--- config.mk ---
export PLATFORM = sky130hd
export DESIGN_NAME = sha2_w_expander_stream
export DESIGN_NICKNAME = d
export VERILOG_FILES = /design/src/rtl/sha2_w_expander_stream.sv
export SDC_FILE = /design/constraint.sdc
export NUM_CORES = 2
export LEC_CHECK = 0
export BUFFER_PORTS_ARGS = -buffer_cell sky130_fd_sc_hd__buf_2
export CAP_MARGIN = 20
export CORE_MARGIN = 5
export CORE_UTILIZATION = 51
export DETAILED_ROUTE_END_ITERATION = 10
export HOLD_SLACK_MARGIN = 0.03
export PLACE_DENSITY = 0.78
export SETUP_SLACK_MARGIN = 0.1
export SYNTH_ARGS = -nofsm -noshare
export SYNTH_HDL_FRONTEND = slang
export SYNTH_SLANG_ARGS = --single-unit
export TNS_END_PERCENT = 20
--- constraint.sdc ---
create_clock -name CLK -period 17.1 [get_ports CLK]
set_input_delay 1.71 -clock CLK [delete_from_list [all_inputs] [get_ports CLK]]
set_output_delay 1.71 -clock CLK [all_outputs]
set_load 0.01 [all_outputs]
--- src/rtl/sha2_w_expander_stream.sv ---
// SHA-2 message-schedule expander: loads one 16-word block, then streams W0..W(ROUNDS-1),
// STEPS words per beat, over a valid/ready output handshake.
module sha2_w_expander_stream #(
    parameter int WORD   = 32,
    parameter int ROUNDS = 64,
    parameter int STEPS  = 1
) (
    input  logic                   CLK,
    input  logic                   RST,
    input  logic                   flush,
    input  logic                   in_valid,
    output logic                   in_ready,
    input  logic [16*WORD-1:0]     block_in,
    output logic                   out_valid,
    input  logic                   out_ready,
    output logic [STEPS*WORD-1:0]  w_out,
    output logic [6:0]             t_out,
    output logic                   last,
    output logic                   o_dbg_state
);

    localparam int BEATS = ROUNDS / STEPS;

    if (WORD != 32 && WORD != 64) begin : g_bad_word
        $error("sha2_w_expander_stream: WORD must be 32 or 64");
    end
    if (STEPS != 1 && STEPS != 2 && STEPS != 4 && STEPS != 8) begin : g_bad_steps
        $error("sha2_w_expander_stream: STEPS must be 1, 2, 4 or 8");
    end
    if (ROUNDS <= 16 || ROUNDS > 127 || (ROUNDS % STEPS) != 0) begin : g_bad_rounds
        $error("sha2_w_expander_stream: ROUNDS must be in 17..127 and divisible by STEPS");
    end

    // Rotate/shift amounts of the two small sigma functions for the chosen word width.
    localparam int S0_R1 = (WORD == 32) ? 7  : 1;
    localparam int S0_R2 = (WORD == 32) ? 18 : 8;
    localparam int S0_SH = (WORD == 32) ? 3  : 7;
    localparam int S1_R1 = (WORD == 32) ? 17 : 19;
    localparam int S1_R2 = (WORD == 32) ? 19 : 61;
    localparam int S1_SH = (WORD == 32) ? 10 : 6;

    typedef enum logic {
        IDLE = 1'b0,
        RUN  = 1'b1
    } state_t;

    state_t               r_state;
    state_t               w_next_state;
    logic [16*WORD-1:0]   r_window;
    logic [6:0]           r_cnt;
    logic                 w_last;
    logic                 w_accept;
    logic                 w_advance;
    logic [16*WORD-1:0]   w_window_next;

    function automatic logic [WORD-1:0] f_rotr(input logic [WORD-1:0] x, input int n);
        return (x >> n) | (x << (WORD - n));
    endfunction

    function automatic logic [WORD-1:0] f_sig0(input logic [WORD-1:0] x);
        return f_rotr(x, S0_R1) ^ f_rotr(x, S0_R2) ^ (x >> S0_SH);
    endfunction

    function automatic logic [WORD-1:0] f_sig1(input logic [WORD-1:0] x);
        return f_rotr(x, S1_R1) ^ f_rotr(x, S1_R2) ^ (x >> S1_SH);
    endfunction

    // e[0] is the oldest word of the window; new word j may consume new words j-2 and j-7.
    function automatic logic [16*WORD-1:0] f_advance(input logic [16*WORD-1:0] win);
        logic [WORD-1:0]    e [16+STEPS];
        logic [16*WORD-1:0] res;
        for (int i = 0; i < 16; i++) begin
            e[i] = win[(16-i)*WORD-1 -: WORD];
        end
        for (int j = 0; j < STEPS; j++) begin
            e[16+j] = f_sig1(e[14+j]) + e[9+j] + f_sig0(e[1+j]) + e[j];
        end
        res = '0;
        for (int i = 0; i < 16; i++) begin
            res[(16-i)*WORD-1 -: WORD] = e[STEPS+i];
        end
        return res;
    endfunction

    assign w_window_next = f_advance(r_window);
    assign w_last        = (r_state == RUN) && (r_cnt == 7'(BEATS - 1));

    // Input: block taken when in_valid & in_ready & !flush. Output: beat consumed when
    // out_valid & out_ready & !flush; while stalled every output stays stable.
    always_comb begin
        w_next_state = r_state;
        in_ready     = 1'b0;
        out_valid    = 1'b0;
        w_accept     = 1'b0;
        w_advance    = 1'b0;
        case (r_state)
            IDLE: begin
                in_ready = 1'b1;
                if (in_valid && !flush) begin
                    w_accept     = 1'b1;
                    w_next_state = RUN;
                end
            end
            RUN: begin
                out_valid = 1'b1;
                if (out_ready && !flush) begin
                    if (w_last) begin
                        w_next_state = IDLE;
                    end else begin
                        w_advance = 1'b1;
                    end
                end
            end
            default: w_next_state = IDLE;
        endcase
        if (flush) begin
            w_next_state = IDLE;
        end
    end

    always_ff @(posedge CLK or posedge RST) begin
        if (RST) begin
            r_state  <= IDLE;
            r_window <= '0;
            r_cnt    <= '0;
        end else begin
            r_state <= w_next_state;
            if (flush) begin
                r_cnt <= '0;
            end else if (w_accept) begin
                r_window <= block_in;
                r_cnt    <= '0;
            end else if (w_advance) begin
                r_window <= w_window_next;
                r_cnt    <= r_cnt + 7'd1;
            end
        end
    end

    assign w_out       = (r_state == RUN) ? r_window[16*WORD-1 -: STEPS*WORD] : '0;
    assign t_out       = (r_state == RUN) ? 7'(32'(r_cnt) * STEPS) : 7'd0;
    assign last        = w_last;
    assign o_dbg_state = r_state;

endmodule

==> summary.md <==
| Metric | Value |
|---|---|
| Syn_area_per_cell | around 8.1 sq um |
| Total negative slack | 0 ns |
| Clock skew | around 0.019 ns |
| CP max stage delay | ~0.92 ns |
| Setup CP Type | reg2reg |
| Chip Height | 243 um |
| Mux cell area share after synthesis | less than 1% |
| Vias in the first global route | around 24000 |
| Period utilisation layout | about a third |
| Critical path capture point type | register |
| Ys async rst share | 100% |
| Seq cells post-synth | 520 |
| First-pass GRT wire length | 148000 um |
| Fin cells | approximately 4500 |
| Hpwl dp | roughly 74000 um |
| Sink Count | between 500 and 600 |
| LEAKAGE | 15.4 nW |
| TritonCTS clock tree | built |
| Proportion of layout cells with a drive suffix above 1 | 17.8% |
| Post-Synth XOR/XNOR Area | under 10% |
| Min-Delay Path Class | reg2reg |
| CTS Root Cell | clkbuf_16 |
| Gpl congestion | between 0.9 and 1 |
| Post-synth top cells | nand2_1 (1011), nor2_1 (539), dfrtp_1 (520) |
| Status | complete, no violations |
| Final Hold Fails | 0 |
| YS warnings | 0 |
| Antenna viol nets, final | 0 |
| DRT Pass-1 Iters | 6 |
| P&R area growth vs syn | 16.6% |
| Synth top area share | 46.8% |
| Final Max Tran Viols | 0 |
| Overflow after GRT | 0 |
| Cells along the critical path | inv_1, nand2_1, nor2_4, buf_4, buf_4, buf_4, nand2_1, a31oi_1 |
| Int Pwr | about 4.3 mW |
| Worst-path clk slew | ~0.060 ns |
| Initial antenna violation count | 12 |
| Share of power burned in registers | between 20 and 25% |
| CP max-delay cell | buf_4 |
| Combinational share of power | around 63% |
| Area of the die | just under 60000 sq um |
| Drt drc | 0 |
| Largest net degree at the start of global routing | 275 |
| Critical Path AT | around 6.3 ns |
| Register area share after synthesis | 46.8% |
| Adder-Cell Fraction of Synth Area | approximately 5.9% |
| Top-count cell post-synth | nand2_1 |
| Cell Rows | 85 |
| Placed cell area | roughly 31000 sq um |
| Cts repair resizes | 0 |
| Synth Instances | 3433 |
| Post-Synth Simple-Gate Area | between 20% and 30% |
| Fin area | about 32000 sq um |
| VDD IR-drop max | ~260 uV |
| H-tree Lvls | 2 |
| Largest family of logic cells by synthesized area | simple AND/OR/NAND/NOR gates |
| Critical Path Fanout Max | about 110 |
| Wirelength per Cell | approximately 22 um |
| Via density | about 5.7 |
| Setup bufs post-CTS | 0 |
| Inserted Clock Buffers | 54 |
| Cell Area, Synth | 27800 sq um |
| Die X | approximately 240 um |
| Net Switching | approximately 4.3 mW |
| Post-layout nets | 4391 |
| Hold buffers post-CTS | 0 |
| F_max | about 170 MHz |
| Max-cap violation count | 0 |
| Distinct cells, synth | 56 |
| Slew @ Worst Pin | 1.11 ns |
| Mapped Nets | between 4000 and 5000 |
| Cell area power density | roughly 270 nW/um^2 |
| EDFF count, synth | 0 |
| I/O Buffers | about 560 |
| Clock Power Share | between 10% and 20% |
| All-Layer GR Usage | around 32% |
| Type of origin of the critical path | register |
| Cell repeated most along the worst path | buf_4 |
| Final setup fails | 0 |
| Ports | 560 |
| Cells after DPL | 4419 |
| Synth Area in Compound Gates | 14.4% |
| Final min period | approximately 5.8 ns |
| Core box area | about 54000 sq um |
| Unrepaired setup endpoints after global routing | no |
| Routed WL | 100000 um |
| Ys flop type | dfrtp_1 |
| Initial core utilization | between 50 and 60% |
| Worst slew margin | ~26% |
| Required @ worst endpoint | about 18 ns |
| Via count | 25808 |
| DRT iter0 DRCs | ~3100 |
| Top post-synthesis cells by area | dfrtp_1 (47%), nand2_1 (14%), a31oi_1 (11%) |
| Clk_lat worst skew | between 0.6 and 0.7 ns |
| Longest Clk Path Bufs | 3 |
| Yosys top cell by area | dfrtp_1 |
| Switching Share | between 50 and 60% |
==> final cells by class <==
cell class              count  area [sq um]
multi-input cells        2495         13200
well taps                 696           871
clock buffers              71          1510
inverters                 127           484
fillers                  4853         21500
flip-flops and latches    520         13000
clock inverters            21           322
diodes                     10          25.0
repair buffers            582          3030
==> cell usage in the layout (no fill, tap or decap), types with 31 or more instances in the layout <==
cell / n
a21oi_1: 45
a31oi_1: 493
buf_2: 559
clkbuf_16: 55
dfrtp_1: 520
fa_1: 62
ha_1: 32
inv_1: 126
nand2_1: 1011
nor2_1: 538
o21ai_0: 31
xnor2_1: 87
xor2_1: 53
==> routing by layer <==
layer	GRT usage, %	routed length [um]	vias up
li1	-	-	12007
met1	45.3	41100	12344
met2	50.7	45700	1240
met3	5.05	8170	211
met4	14.1	4990	6
met5	0	40	-
==> power groups by stage <==
stage | Combinational (mW) | Sequential (mW) | Clock (mW)
after floorplan | 3.70 | 1.79 | 0
after CTS | 5.27 | 1.98 | 1.24
after detailed placement | 5.21 | 2.00 | 0
after global routing | 5.90 | 2.02 | 1.29
after global placement | 5.21 | 1.98 | 0
final | 5.39 | 1.99 | 1.23
==> worst max-delay path, delay by kind of cell (launching register included) <==
family          cells  cell delay [ns]
buf+inv             4             3.38
simple gates        3             1.45
flops               1             0.48
compound gates      1             0.22
==> cells by family after synthesis <==
kind of cell	count (synthesis)
adders and majority gates	94
muxes	2
and+or+nand+nor	1620
xor gates and xnor gates	140
DFF	520
AOI/OAI and AO/OA	639
buffers and inverters	418
==> sequential cells by signal (all words and copies together) (netlist names) <==
name         flops
o_dbg_state      1
r_cnt            7
r_window       512
==> stage by stage <==
step	total power [mW]	setup slack [ns]	hold WS (ns)	util, %
2_1_floorplan	5.49	0.863	0.450	-
3_3_place_gp	7.19	11.27	0.468	56.6
3_5_place_dp	7.21	11.16	0.475	56.6
4_1_cts	8.49	11.41	0.489	60.0
5_1_grt	9.21	10.83	0.513	60.1
6_report	8.61	11.29	0.489	60.1
==> path summary, 6_finish.rpt <==
path,to,depth (start not counted),startpoint,slack (ns)
worst max-delay path,r_window[171],8,o_dbg_state,11.29
worst min register to register,r_window[4],2,r_window[4],0.49
worst min-delay path,r_window[4],2,r_window[4],0.49
min in group asynchronous,r_window[144],2,RST,1.27
max in group asynchronous,r_window[433],5,RST,12.78
worst max register to register,r_window[171],8,o_dbg_state,11.29
(Power assumes the default switching activity.)
